<file path="config.mk">
export PLATFORM = sky130hd
export DESIGN_NAME = multi_strobe_converter
export DESIGN_NICKNAME = d
export VERILOG_FILES = /design/src/rtl/multi_strobe_pkg.sv /design/src/rtl/strobe_channel.sv /design/src/rtl/multi_strobe_converter.sv
export SDC_FILE = /design/constraint.sdc
export NUM_CORES = 1
export LEC_CHECK = 0
export ABC_CLOCK_PERIOD_IN_PS = 2900
export CAP_MARGIN = 25
export CELL_PAD_IN_SITES_DETAIL_PLACEMENT = 1
export CELL_PAD_IN_SITES_GLOBAL_PLACEMENT = 2
export CORE_AREA = 4 4 55 77
export CTS_BUF_LIST = sky130_fd_sc_hd__clkbuf_8 sky130_fd_sc_hd__clkbuf_16
export CTS_CLUSTER_DIAMETER = 200
export DETAILED_ROUTE_END_ITERATION = 16
export DIE_AREA = 0 0 59 81
export GPL_ROUTABILITY_DRIVEN = 0
export GPL_TIMING_DRIVEN = 0
export PLACE_DENSITY = 0.87
export SYNTH_ARGS = -nofsm -noshare
export SYNTH_HDL_FRONTEND = slang
export SYNTH_SLANG_ARGS = --single-unit
</file>
<file path="constraint.sdc">
create_clock -name clk -period 2.9 [get_ports clk]
set_input_delay 0.435 -clock clk [delete_from_list [all_inputs] [get_ports clk]]
set_output_delay 0.435 -clock clk [all_outputs]
set_load 0.02 [all_outputs]
</file>
<file path="src/rtl/multi_strobe_pkg.sv">
// Shared types and helpers for the multi-channel strobe converter.
// Optional feature macro used by the converter: MULTI_STROBE_COUNT_EN.
package multi_strobe_pkg;

  typedef enum logic [1:0] {
    ST_IDLE    = 2'd0,
    ST_PULSE   = 2'd1,
    ST_HOLDOFF = 2'd2
  } state_t;

  localparam logic [1:0] MODE_OFF  = 2'b00;
  localparam logic [1:0] MODE_RISE = 2'b01;
  localparam logic [1:0] MODE_FALL = 2'b10;
  localparam logic [1:0] MODE_BOTH = 2'b11;

  // Counter width able to hold the larger of the pulse and hold-off reload values
  function automatic int unsigned cnt_width(input int unsigned pulse_len,
                                            input int unsigned holdoff_len);
    int unsigned m;
    m = (pulse_len > holdoff_len) ? pulse_len : holdoff_len;
    return (m < 1) ? 1 : $clog2(m + 1);
  endfunction

endpackage

</file>
<file path="src/rtl/strobe_channel.sv">
// One strobe channel: input synchroniser, edge detector and pulse/hold-off FSM.
// With MULTI_STROBE_COUNT_EN defined, a load strobe is exported for event counting.
module strobe_channel
  import multi_strobe_pkg::*;
#(
  parameter int unsigned SYNC_STAGES = 2,
  parameter int unsigned PULSE_LEN   = 1,
  parameter int unsigned HOLDOFF_LEN = 0,
  parameter bit          RETRIGGER   = 1'b0
) (
  input  logic       clk,
  input  logic       rst,
  input  logic       in,
  input  logic [1:0] mode,
  input  logic       clr_overrun,
  output logic       out,
  output logic       busy,
  output logic       overrun
`ifdef MULTI_STROBE_COUNT_EN
  ,
  output logic       load_evt
`endif
);

  localparam int unsigned CW         = cnt_width(PULSE_LEN, HOLDOFF_LEN);
  localparam int unsigned HOLD_INIT  = (HOLDOFF_LEN > 0) ? HOLDOFF_LEN - 1 : 0;
  localparam logic [CW-1:0] PULSE_LOAD = CW'(PULSE_LEN - 1);
  localparam logic [CW-1:0] HOLD_LOAD  = CW'(HOLD_INIT);

  logic [SYNC_STAGES-1:0] sync;
  logic                   prev;
  logic                   sync_last;
  logic                   rise;
  logic                   fall;
  logic                   hit;
  state_t                 state;
  state_t                 state_next;
  logic [CW-1:0]          cnt;
  logic [CW-1:0]          cnt_next;
  logic                   ovr_set;
  logic                   load;

  assign sync_last = sync[SYNC_STAGES-1];
  assign rise      = sync_last & ~prev;
  assign fall      = ~sync_last & prev;

  // Synchroniser chain and previous-sample register
  always_ff @(posedge clk) begin
    if (rst) begin
      sync <= '0;
      prev <= 1'b0;
    end else begin
      sync[0] <= in;
      for (int unsigned i = 1; i < SYNC_STAGES; i++) sync[i] <= sync[i-1];
      prev <= sync_last;
    end
  end

  // Qualify the detected edge against the channel's mode
  always_comb begin
    hit = 1'b0;
    case (mode)
      MODE_RISE: hit = rise;
      MODE_FALL: hit = fall;
      MODE_BOTH: hit = rise | fall;
      default:   hit = 1'b0;
    endcase
  end

  // State register, counter and sticky overrun (a set beats a same-cycle clear)
  always_ff @(posedge clk) begin
    if (rst) begin
      state   <= ST_IDLE;
      cnt     <= '0;
      overrun <= 1'b0;
    end else begin
      state <= state_next;
      cnt   <= cnt_next;
      if (ovr_set) overrun <= 1'b1;
      else if (clr_overrun) overrun <= 1'b0;
    end
  end

  // Next-state logic; counter saturates at zero, load forces a pulse reload
  always_comb begin
    state_next = state;
    cnt_next   = (cnt != '0) ? cnt - 1'b1 : '0;
    ovr_set    = 1'b0;
    load       = 1'b0;
    unique case (state)
      ST_IDLE: begin
        if (hit) begin
          state_next = ST_PULSE;
          load       = 1'b1;
        end
      end
      ST_PULSE: begin
        if (hit && RETRIGGER) begin
          load = 1'b1;
        end else begin
          ovr_set = hit;
          if (cnt == '0) begin
            if (HOLDOFF_LEN > 0) begin
              state_next = ST_HOLDOFF;
              cnt_next   = HOLD_LOAD;
            end else begin
              state_next = ST_IDLE;
            end
          end
        end
      end
      ST_HOLDOFF: begin
        ovr_set = hit;
        if (cnt == '0) state_next = ST_IDLE;
      end
      default: state_next = ST_IDLE;
    endcase
    if (load) cnt_next = PULSE_LOAD;
  end

  // Outputs decode straight from the state register
  always_comb begin
    out  = (state == ST_PULSE);
    busy = (state != ST_IDLE);
  end

`ifdef MULTI_STROBE_COUNT_EN
  assign load_evt = load;
`endif

endmodule

</file>
<file path="src/rtl/multi_strobe_converter.sv">
// N-channel edge-to-strobe converter: independent per-channel strobe_channel
// instances. Defining MULTI_STROBE_COUNT_EN adds per-channel event counters.
module multi_strobe_converter
  import multi_strobe_pkg::*;
#(
  parameter int unsigned N           = 4,
  parameter int unsigned SYNC_STAGES = 2,
  parameter int unsigned PULSE_LEN   = 1,
  parameter int unsigned HOLDOFF_LEN = 0,
  parameter bit          RETRIGGER   = 1'b0,
  parameter int unsigned CNT_W       = 16
) (
  input  logic             clk,
  input  logic             rst,
  input  logic [N-1:0]     in,
  input  logic [2*N-1:0]   mode,
  input  logic             clr_overrun,
  output logic [N-1:0]     out,
  output logic [N-1:0]     busy,
  output logic [N-1:0]     overrun
`ifdef MULTI_STROBE_COUNT_EN
  ,
  output logic [N*CNT_W-1:0] evt_count
`endif
);

  for (genvar i = 0; i < N; i++) begin : g_ch
`ifdef MULTI_STROBE_COUNT_EN
    logic             load;
    logic [CNT_W-1:0] count;
`endif

    strobe_channel #(
      .SYNC_STAGES (SYNC_STAGES),
      .PULSE_LEN   (PULSE_LEN),
      .HOLDOFF_LEN (HOLDOFF_LEN),
      .RETRIGGER   (RETRIGGER)
    ) u_ch (
      .clk         (clk),
      .rst         (rst),
      .in          (in[i]),
      .mode        (mode[2*i +: 2]),
      .clr_overrun (clr_overrun),
      .out         (out[i]),
      .busy        (busy[i]),
      .overrun     (overrun[i])
`ifdef MULTI_STROBE_COUNT_EN
      ,
      .load_evt    (load)
`endif
    );

`ifdef MULTI_STROBE_COUNT_EN
    // Count accepted edges and retrigger reloads; wraps naturally
    always_ff @(posedge clk) begin
      if (rst) count <= '0;
      else if (load) count <= count + 1'b1;
    end

    assign evt_count[i*CNT_W +: CNT_W] = count;
`endif
  end

endmodule
</file>
# Word level (Yosys, flattened, before mapping)
# Cells that the tools add are included.
classes:
  addsub: 4
  multipliers: 0
  n_div: 0
  n_lt_le_gt_ge: 0
  eq_ne: 28
  shifts: 0
  mux: 33
  bitwise: 24
  reduce_logical: 24
op_table:
  columns: ["cell", "n"]
  rows:
  - ["2-bit equality test (second input constant)", 12]
  - ["1-bit 2-to-1 mux", 17]
  - ["2-bit by 1-bit equality test with 1-bit output (second input constant)", 8]
  - ["2-bit 2-to-1 mux", 8]
  - ["2-bit one-hot mux with 2 select lines", 4]
  - ["2-bit nonzero test", 8]
  - ["1-bit NOT", 12]
  - ["1-bit one-hot mux with 3 select lines", 4]
  - ["3-bit OR reduction", 4]
  - ["1-bit AND", 8]
  - ["2-bit logical NOT", 4]
  - ["2-bit by 1-bit inequality test with 1-bit output (second input constant)", 4]
  - ["2-bit inequality test (second input constant)", 4]
  - ["2-bit AND reduction", 4]
  - ["2-bit OR reduction", 4]
  - ["1-bit OR", 4]
  - ["1-bit subtractor (second input constant)", 4]
word_totals:
  ff_bits: 28
  latch_bits: 0
  ramBits: 0
  mem_bits_ro: 0
  inputBits: 15
  out_inout_bits: 12
  word_cells: 133
  memories: 0

# Longest topological paths before layout
# Gate-level depths: netlist of the first run.
depth:
  depth_word: 7
  depth_mapped: 5
  ltp_nobuf: 5

# Cells and area by module
# From an unflattened synthesis of the first run, not the netlist that was laid out.
hier_totals:
  cells_unflattened: 104
  area_unflattened_um2: 1016.0
by_module_without_submodules:
  columns: ["module", "n_inst", "cells_per_inst", "area_per_inst_um2", "seq_area_each_um2"]
  rows:
  - ["strobe_channel", 4, 26, 254.0, 120.1]

# Worst setup path after synthesis of the first run
# No wires, ideal clock.
synth_path:
  kind: "register to register"
  startpoint: "register g_ch[0].u_ch.prev"
  endpoint: "register g_ch[0].u_ch.state[0]"
  setup_time_ns: 0.086
  t_arrival_ns: 1.062
  required_time_ns: 2.814
  setup_slack_ns: 1.751
  path_stages_with_launch: 6
  n_path_buf: 0
  synth_period_minus_slack_ns: 1.149
  cell_sequence: "dfxtp_1 inv_1 ha_1 and2b_1 o21ai_1 a221oi_2"
synth_between:
  elab_chain_cells: 6
  elab_cells_between_ends: 7
  classes_between: "eq/ne (1); mux (1); bitwise (4); reduce/logical (1)"
synth_rtl:
  columns: ["element", "line_no", "rtl"]
  rows:
  - ["start, declared", "strobe_channel.sv:31", "logic prev;"]
  - ["start signal, assigned", "strobe_channel.sv:55", "prev <= sync_last;"]
  - ["1-bit NOT", "strobe_channel.sv:44", "assign rise = sync_last & ~prev;"]
  - ["1-bit AND", "strobe_channel.sv:44", null]
  - ["1-bit OR", "strobe_channel.sv:65", "MODE_BOTH: hit = rise | fall;"]
  - ["1-bit one-hot mux with 3 select lines *", "strobe_channel.sv:62", "case (mode)"]
  - ["2-bit by 1-bit inequality test with 1-bit output (no source line) *", null, null]
  - ["2-bit AND reduction (no source line) *", null, null]
  - ["end signal, assigned", "strobe_channel.sv:77", "state <= state_next;"]
  - ["end, declared", "strobe_channel.sv:36", "state_t state;"]
# Every way passes the cells marked *; elsewhere a longest branch is shown, timed or not.
# A chain may end at the register's enable or synchronous reset.

# Final worst setup path of the first run
layout_path:
  startpoint: "register g_ch[0].u_ch.state[0]"
  endpoint: "output out[0]"
layout_between:
  elab_chain_cells: 1
layout_rtl:
  columns: ["element", "line_no", "rtl"]
  rows:
  - ["2-bit by 1-bit equality test with 1-bit output", "strobe_channel.sv:123", "out = (state == ST_PULSE);"]
  - ["end, declared", "multi_strobe_converter.sv:18", "output logic [N-1:0] out,"]
# Every way passes these cells.

==> reports/summary.txt, run 1 <==
endpoint class of the critical path -> output pin
fmax -> 0.532 GHz
die area -> 4780 µm²
CP arrival -> 1.44 ns
global-route wire length before repair -> 3.64 mm
number of synthesized flops with an enable pin -> 0
clock skew -> 0.00735 ns
fin. max-slew vios -> 0
dominant synthesized flop cell -> dfxtp_1
DP HPWL -> 1.61 mm
post-layout min period -> 1.88 ns
Final setup violation count -> 0
XOR/XNOR Fraction of Synth Area -> 0%
clock latency on the worst-skew pair -> 0.26 ns
fraction of layout cells with a size suffix above 1 -> 15.4%
area grow syn2layout -> 35.9%
Mapped Area -> 1070 µm²
Post-Synth Simple-Gate Area -> 15.8%
Die H -> 81 µm
clock buffer depth -> 2
WS Path Type -> register to output pin
diode count -> 0
antenna violations before repair -> 0
Placeable Area -> 3580 µm²
Clock H-tree levels -> 1
Syn Area/Cell -> 9.68 µm²
Leak -> 0.600 nW
CTS Hold Buffers Added -> 0
Routed WL -> 2.03 mm
nets -> 167
vias -> 836
RSZ-0062 raised after global routing -> no
Initial DRT Pass Iterations -> 2
Synth Area in Adders -> 9.31%
Worst path depth -> 2
drt first-iter violations -> 10
TNS Setup -> 0 ns
post-CTS sizing -> 0
Crit path largest cell delay -> 0.59 ns
Logic pwr share -> 12.0%
TritonCTS clock tree -> done
Cell Int Power -> 0.576 mW
chip width -> 59 µm
Max-Cap Viols -> 0
hold path depth -> 1
Worst Path Buf+Inv -> 2
cell taking the most area after synthesis -> dfxtp_1
outcome -> complete, no violations
wire per inst -> 11.0 µm
Ys Warns -> 0
port bufs -> 25
clk sinks -> 24
Peak VDD IR -> 0.273 mV
pre-CTS WS -> 1.30 ns
CP max-delay cell -> clkdlybuf4s50_1
sequential area share after synthesis -> 44.7%
complex-gate fraction of the synthesized area -> 14.9%
Clock transition at path regs -> 0.09 ns
total global routing overflow -> 0
mux cell area share after synthesis -> 0%
ys async rst share -> 0%
GRT Util Overall -> 9.84%
top cell type's share of synthesized area -> 44.7%
setup bufs post-CTS -> 0
r2r startpoint -> g_ch[0].u_ch.prev$_SDFF_PP0_
main combinational cell family by area after synthesis -> simple AND/OR/NAND/NOR gates
vias in the first global route -> 922
ranking of synthesized cells by area -> dfxtp_1 45%, ha_1 9.3%, buf_4 8.4%
clock network fraction of total power -> 39.5%
min-delay src -> g_ch[2].u_ch.sync[0]$_SDFF_PP0_
Tcrit/Tclk final -> 64.8%
Final Instance Area -> 1460 µm²
power density over cell area -> 495 nW/µm²
CTS Buf Count -> 3
# IOs -> 27
data required time of the critical path -> 2.47 ns
Placement Rows -> 26
pin count of the biggest net entering global routing -> 15
Seq pwr share -> 48.5%
ANT nets after route -> 0
Setup crit start kind -> register
Critical Path Source -> g_ch[0].u_ch.state[0]$_SDFFE_PP0P_
CTS root buf -> clkbuf_8
CP cell instances -> buf_4 -> clkdlybuf4s50_1
final hold violation count -> 0
Synth cell types -> 15
Min-Delay Path Class -> register to register
switching part of the total -> 20.4%
area of placed instances -> 1390 µm²
final worst slack -> 1.02 ns
Via density -> 4.52
crit-path leading delay family -> buffers and inverters
cell count after synthesis -> 111
Reg2Reg Depth -> 5
Starting Density -> 30.0%
Psw -> 0.147 mW
Seq cells post-synth -> 24
fillers -> 436
Crit Path Max Fanout -> 6
drc violations -> 0
==> path summary, 6_finish.rpt <==
kind | to | slack (ns)
worst max-delay path | out[0] | 1.02
worst min-delay path | g_ch[2].u_ch.sync[1]$_SDFF_PP0_ | 0.44
worst min register to register | g_ch[2].u_ch.sync[1]$_SDFF_PP0_ | 0.44
worst max register to register | g_ch[0].u_ch.state[0]$_SDFFE_PP0P_ | 1.64
==> cells in the final DEF (no fill, tap or decap), drive strengths merged <==
master / n
bufinv: 1
a221oi: 4
a31oi: 8
o21ai: 4
buf: 14
nor2: 4
clkbuf: 3
clkdlybuf4s50: 25
nor2b: 12
ha: 8
inv: 16
o211ai: 4
nand2b: 4
and2b: 4
conb: 4
dfxtp: 24
nand4: 4
==> cell usage after synthesis (8+ instances only) <==
| library cell | number |
|---|---|
| a31oi_1 | 8 |
| nor2b_1 | 12 |
| dfxtp_1 | 24 |
| inv_1 | 16 |
| buf_4 | 12 |
| ha_1 | 8 |
==> cell type report <==
type                       instances  area (µm²)  share of cell area, %
sequential                        24         480                   32.9
inverter                          16        60.1                   4.11
clock buffer                       3        41.3                   2.83
timing repair buffer              25         250                   17.1
clock inverter                     1        30.0                   2.06
buffer                            14         100                   6.86
multi-input combinational         60         445                   30.5
tap                               42        52.6                   3.60
==> logic make-up after synthesis <==
group | count (synthesis)
buffers and inverters | 30
DFF | 24
adders and majority gates | 8
and+or+nand+nor | 28
AOI/OAI and AO/OA | 20
other | 1
==> state kept, by name, indices dropped and copies added, names as in the netlist <==
| name | cells |
|---|---|
| g_ch.u_ch.sync | 8 |
| g_ch.u_ch.cnt | 4 |
| g_ch.u_ch.overrun | 4 |
| g_ch.u_ch.prev | 4 |
| g_ch.u_ch.state | 4 |
==> power groups by stage <==
stage               combinational, mW  clock [mW]  sequential [mW]
floorplan                      0.0465           0            0.357
global placement               0.0840           0            0.358
detailed placement             0.0877           0            0.359
CTS                            0.0883       0.296            0.351
global route                   0.0961       0.313            0.354
finish                         0.0865       0.286            0.351
==> metal layers <==
metal / routed length, µm / GRT usage (%) / vias up / share of wire, %
met5: 0 / 0 / - / 0
met4: 28 / 3.85 / 0 / 1.4
met3: 141 / 2.23 / 4 / 6.9
met2: 1100 / 18.9 / 22 / 54
met1: 761 / 9.87 / 396 / 37
li1: - / - / 414 / -
==> metrics by stage <==
stage / hold WS [ns] / power [mW] / cells / utilization, %
2_1_floorplan: 0.414 / 0.403 / 114 / -
3_3_place_gp: 0.423 / 0.442 / 181 / 38.8
3_5_place_dp: 0.424 / 0.447 / 181 / 38.8
4_1_cts: 0.451 / 0.735 / 185 / 40.8
5_1_grt: 0.470 / 0.763 / 185 / 40.8
6_report: 0.443 / 0.723 / 185 / 40.8
==> worst reg2reg max path: stages (launching register included) <==
cell	delay (ns)
dfxtp_1	0.34
inv_1	0.05
ha_1	0.28
and2b_1	0.21
o21ai_1	0.08
a221oi_2	0.22
Power figures use the tool's default switching activity.
==> run 2, diff against run 1 <==
--- a/config.mk
+++ b/config.mk
@@ -5,18 +5,18 @@
 export SDC_FILE = /design/constraint.sdc
 export NUM_CORES = 1
 export LEC_CHECK = 0
-export ABC_CLOCK_PERIOD_IN_PS = 2900
+export ABC_CLOCK_PERIOD_IN_PS = 1900
 export CAP_MARGIN = 25
 export CELL_PAD_IN_SITES_DETAIL_PLACEMENT = 1
 export CELL_PAD_IN_SITES_GLOBAL_PLACEMENT = 2
-export CORE_AREA = 4 4 55 77
+export CORE_AREA = 4 4 57 80
 export CTS_BUF_LIST = sky130_fd_sc_hd__clkbuf_8 sky130_fd_sc_hd__clkbuf_16
 export CTS_CLUSTER_DIAMETER = 200
 export DETAILED_ROUTE_END_ITERATION = 16
-export DIE_AREA = 0 0 59 81
+export DIE_AREA = 0 0 61 84
 export GPL_ROUTABILITY_DRIVEN = 0
 export GPL_TIMING_DRIVEN = 0
-export PLACE_DENSITY = 0.87
+export PLACE_DENSITY = 0.82
 export SYNTH_ARGS = -nofsm -noshare
 export SYNTH_HDL_FRONTEND = slang
 export SYNTH_SLANG_ARGS = --single-unit
==> constraint.sdc (replaced) <==
create_clock -name clk -period 1.9 [get_ports clk]
set_input_delay 0.285 -clock clk [delete_from_list [all_inputs] [get_ports clk]]
set_output_delay 0.285 -clock clk [all_outputs]
set_load 0.02 [all_outputs]
==> run 2 against run 1 <==
Net effect: cell count increased by 0.54%; non-clock buffer count is the same; clock power grew 20%; first-iteration DRC count rose by 30%; final area fell by 1.0%; total power grew 40%; wire length rose by 1.8%; combinational power grew 51%; sequential cell count stayed put; clock skew decreased by 0.0058 ns; largest cell class unchanged.
==> reports/summary.txt, run 2 (synthesis results as in run 1) <==
clock latency on the worst-skew pair -> 0.26 ns (about the same)
Final setup violation count -> 0 (unchanged)
data required time of the critical path -> 1.62 ns (-0.85 ns)
WS Path Type -> register to output pin
Tcrit/Tclk final -> 90.5%
Power, Total -> 1.01 mW (+40%)
chip width -> 61 µm (+3.4%)
CP arrival -> 1.43 ns (about the same)
CP endpoint -> busy[0]
Worst Path Buf+Inv -> 2 (unchanged)
total global routing overflow -> 0 (unchanged)
TNS Setup -> 0 ns (unchanged)
DP HPWL -> 1.66 mm (+3.4%)
Placement Rows -> 27 (+3.8%)
clock buffer depth -> 2 (unchanged)
Max-Cap Viols -> 0 (unchanged)
CP cell instances -> buf_4 -> clkdlybuf4s50_1
outcome -> complete, no violations
# IOs -> 27 (unchanged)
Clock transition at path regs -> 0.08 ns (about the same)
GRT Util Overall -> 9.25% (-0.58 points)
fin. max-slew vios -> 0 (unchanged)
post-layout min period -> 1.72 ns
Inst Count DP -> 182 (+0.55%)
fmax -> 0.581 GHz
drt first-iter violations -> 13 (+3)
global-route wire length before repair -> 3.66 mm (+0.38%)
vias in the first global route -> 879 (-4.7%)
diode count -> 0 (unchanged)
Routed WL -> 2.07 mm (+1.8%)
endpoint class of the critical path -> output pin
RR Endpoint -> g_ch[0].u_ch.state[0]$_SDFFE_PP0P_
flop-to-flop setup slack -> 0.65 ns (-0.99 ns)
Starting Density -> 27.9% (-2.1 points)
Worst path depth -> 2 (unchanged)
Leak -> 0.593 nW (-1.2%)
most frequent cells in the layout -> 25 x clkdlybuf4s50_1, 24 x dfxtp_1, 16 x inv_1, 12 x nor2b_1, 12 x buf_4
Crit path largest cell delay -> 0.59 ns (about the same)
TritonCTS clock tree -> done
Crit Path Max Fanout -> 6 (unchanged)
CTS root buf -> clkbuf_8
final hold violation count -> 0 (unchanged)
fraction of layout cells with a size suffix above 1 -> 15.4% (unchanged)
RSZ-0062 raised after global routing -> no
ANT nets after route -> 0 (unchanged)
die area -> 5120 µm² (+7.2%)
Peak VDD IR -> 0.358 mV (+31%)
Via density -> 4.41 (-2.4%)
area of placed instances -> 1390 µm² (about the same)
nets -> 167 (unchanged)
CTS Hold Buffers Added -> 0 (unchanged)
Min-Delay Path Class -> input port to register
Clock H-tree levels -> 1 (unchanged)
area grow syn2layout -> 34.5%
fin cells -> 186 (+0.54%)
Largest register FFs -> 8 (unchanged)
setup bufs post-CTS -> 0 (unchanged)
clk sinks -> 24 (unchanged)
Critical Path Source -> g_ch[0].u_ch.state[0]$_SDFFE_PP0P_
post-CTS sizing -> 0 (unchanged)
Die H -> 84 µm (+3.7%)
power density over cell area -> 699 nW/µm² (+41%)
Final Instance Area -> 1450 µm² (-1.0%)
CP max-delay cell -> clkdlybuf4s50_1
port bufs -> 25 (unchanged)
r2r startpoint -> g_ch[0].u_ch.prev$_SDFF_PP0_
drc violations -> 0 (unchanged)
Reg2Reg Depth -> 5 (unchanged)
Reg with most FFs -> g_ch.u_ch.sync
antenna violations before repair -> 0 (unchanged)
pin count of the biggest net entering global routing -> 14 (-1)
clock skew -> 0.00157 ns (-0.00577 ns)
Reg area -> 480 µm² (unchanged)
Placeable Area -> 3850 µm² (+7.6%)
Multi-input gate area -> 445 µm² (unchanged)
wire per inst -> 11.1 µm (+1.3%)
crit-path leading delay family -> buffers and inverters
vias -> 820 (-1.9%)
CTS Buf Count -> 3 (unchanged)
Setup crit start kind -> register
fillers -> 474 (+8.7%)
Initial DRT Pass Iterations -> 4 (+2)
commonest non-fill, non-tap cell in the layout -> clkdlybuf4s50_1
## run 2: cell types whose count changed in the layout (fill, tap and decap cells not counted)
| cell | delta |
|---|---|
| bufinv_16 | -1 |
| clkbuf_8 | +1 |
## run 2: per-layer routing
metal | wire length, µm | GRT usage, %
met4 | 20 | 3.55
met2 | 1160 | 16.4
met5 | 0 | 0
met1 | 766 | 10.2
met3 | 123 | 2.01
## run 2: area by class of cell
class / count / area share (%)
Buffer: 14 / 6.93
Inverter: 16 / 4.16
Timing Repair Buffer: 25 / 17.3
Sequential cell: 24 / 33.2
Clock buffer: 4 / 3.81
Tap cell: 43 / 3.72
Multi-Input combinational cell: 60 / 30.8
## run 2: power by group
group	leakage [nW]	switching, mW	internal [mW]
clock	0.0288	0.159	0.185
sequential	0.197	0.0127	0.523
combinational	0.367	0.0563	0.0748
total	0.593	0.228	0.782
## run 2: worst min-delay path by stage
stage	slack, ns	start	end	cells past startpoint
final	0.31	rst	g_ch[0].u_ch.state[0]$_SDFFE_PP0P_	2
after global placement	0.42	g_ch[2].u_ch.sync[0]$_SDFF_PP0_	g_ch[2].u_ch.sync[1]$_SDFF_PP0_	1
after global routing	0.32	rst	g_ch[0].u_ch.state[0]$_SDFFE_PP0P_	2
after detailed placement	0.44	g_ch[3].u_ch.sync[0]$_SDFF_PP0_	g_ch[3].u_ch.sync[1]$_SDFF_PP0_	1
after CTS	0.32	rst	g_ch[0].u_ch.state[0]$_SDFFE_PP0P_	2
after floorplan	0.41	in[0]	g_ch[0].u_ch.sync[0]$_SDFF_PP0_	1
## run 2: per-stage QoR
| step | worst slack, ns | utilization [%] | hold WS [ns] |
|---|---|---|---|
| 2_1_floorplan | 0.751 | - | 0.413 |
| 3_3_place_gp | 0.474 | 36.1 | 0.423 |
| 3_5_place_dp | 0.454 | 36.1 | 0.439 |
| 4_1_cts | 0.152 | 37.5 | 0.318 |
| 5_1_grt | 0.0969 | 37.5 | 0.319 |
| 6_report | 0.180 | 37.5 | 0.310 |
==> patch, RTL diff (config.mk and constraints of run 2) <==
`RETRIGGER` is set to 1'b0 in 2 places; all go to 1'b1.
--- a/src/rtl/strobe_channel.sv
+++ b/src/rtl/strobe_channel.sv
@@ -8,3 +8,3 @@
   parameter int unsigned HOLDOFF_LEN = 0,
-  parameter bit          RETRIGGER   = 1'b0
+  parameter bit          RETRIGGER   = 1'b1
 ) (
--- a/src/rtl/multi_strobe_converter.sv
+++ b/src/rtl/multi_strobe_converter.sv
@@ -9,3 +9,3 @@
   parameter int unsigned HOLDOFF_LEN = 0,
-  parameter bit          RETRIGGER   = 1'b0,
+  parameter bit          RETRIGGER   = 1'b1,
   parameter int unsigned CNT_W       = 16
Function: changed (a bounded check fails within 10 cycles, from zero or initial values and one cycle with rst high).
==> patch against run 2 <==
  * Critical path depth is the same
  * Synthesized cell count shrank 23%
  * Sequential cell count fell by 4
  * Wire length shrank 24%
  * Count of clock-buffer cells in the layout is the same
  * Non-clock buffer count down 5
  * Setup slack improved by 100 ps
  * Area after synthesis fell by 22%
  * Largest cell class unchanged
  * Highest routed layer unchanged
  * Cell area shrank 18%
  * Sequential power is 17% lower
  * Power is 13% lower
  * Hold slack improved by 140 ps
  * Die area stayed put
==> patch: results <==
[run_status]
outcome = "completed"

[detailed_routing]
wl_per_cell_um = 9.80
drt-vias-per-instance = 3.90
drtIter0Drc = 9

[worst_hold_path]
hp-start = "g_ch[3].u_ch.sync[0]"
holdPathStages = 1
hp-class = "flip-flop to flip-flop"
hold_end = "g_ch[3].u_ch.sync[1]"

[final_layout]
n_fill_cell = 460
nNetsFinal = 141
drive_gt1_share_pct = 14.5

[grt]
grt_pass1_wl_mm = 2.66
grt_max_degree = 12

[yosys]
synth.area.top_cells = "dfxtp_1 48%, ha_1 12%, buf_4 11%, nor2b_1 8.2%, inv_1 4.9%"
synth-seq-area-share_pct = 47.8
synth_common_cells = "20 x dfxtp_1, 12 x buf_4, 11 x inv_1, 11 x nor2b_1, 8 x ha_1"

[power_and_ir_drop]
power_leakage_nw = 0.517
irDropWorstVdd_mv = 0.387
p_sw_share_pct = 21.3
power_switching_uw = 186
power_frac_seq_pct = 50.9

[setup_path]
rrSetupSlack_ps = 750
startpoint = "g_ch[2].u_ch.state[0]"
endpoint = "busy[2]"

[placement]
portBuffers = 21

[sta]
fin_skew_ps = 2.55
[patch: cell types whose count changed in the layout (fill, tap and decap cells not counted), sizes merged, moves of 4 or more]
cell	run 2	this run
clkdlybuf4s50	25	21
dfxtp	24	20
a31oi	8	0
a21oi	0	4
nand2b	4	0
nand4	4	0
inv	16	11
a221oi	4	0
conb	4	8
[patch: kinds of logic (layout without fill, tap and decap cells)]
group / count (synthesis) / count (layout) / share of synthesized area [%]
fa+ha+maj: 8 / 8 / 11.9
buf+inv: 24 / 49 / 17.0
other cells: 1 / 8 / 0.447
simple gates: 20 / 20 / 13.6
compound gates: 12 / 12 / 9.25
flops: 20 / 20 / 47.8
[patch: metrics by stage]
stage	utilization (%)	cell area, um^2	instances	worst slack (ps)	hold slack [ps]
final	30.7	1180	160	280	445
after global routing	30.7	1180	160	202	465
after CTS	30.7	1180	160	250	451
after detailed placement	29.3	1130	156	544	437
after global placement	29.3	1130	156	559	420
after floorplan	-	865	92	843	357
[patch: routing by layer]
metal | vias to the layer above | track usage [%] | routed length, um
li1 | 309 | - | -
met1 | 290 | 6.27 | 556
met2 | 22 | 12.6 | 875
met3 | 3 | 2.63 | 109
met4 | 0 | 3.55 | 27
met5 | - | 0 | 0
[patch: final cells by class]
type,count,area (um^2),area share [%]
flip-flops and latches,20,400,33.8
multi-input cells,48,322,27.2
repair buffers,21,210,17.8
plain buffers,13,101,8.56
clock buffers,4,55.1,4.65
well taps,43,53.8,4.55
inverters,11,41.3,3.49
[patch: worst max-delay path: stages (launching register included)]
cell	delay, ps
dfxtp_1	370
buf_4	120
clkdlybuf4s50_1	600
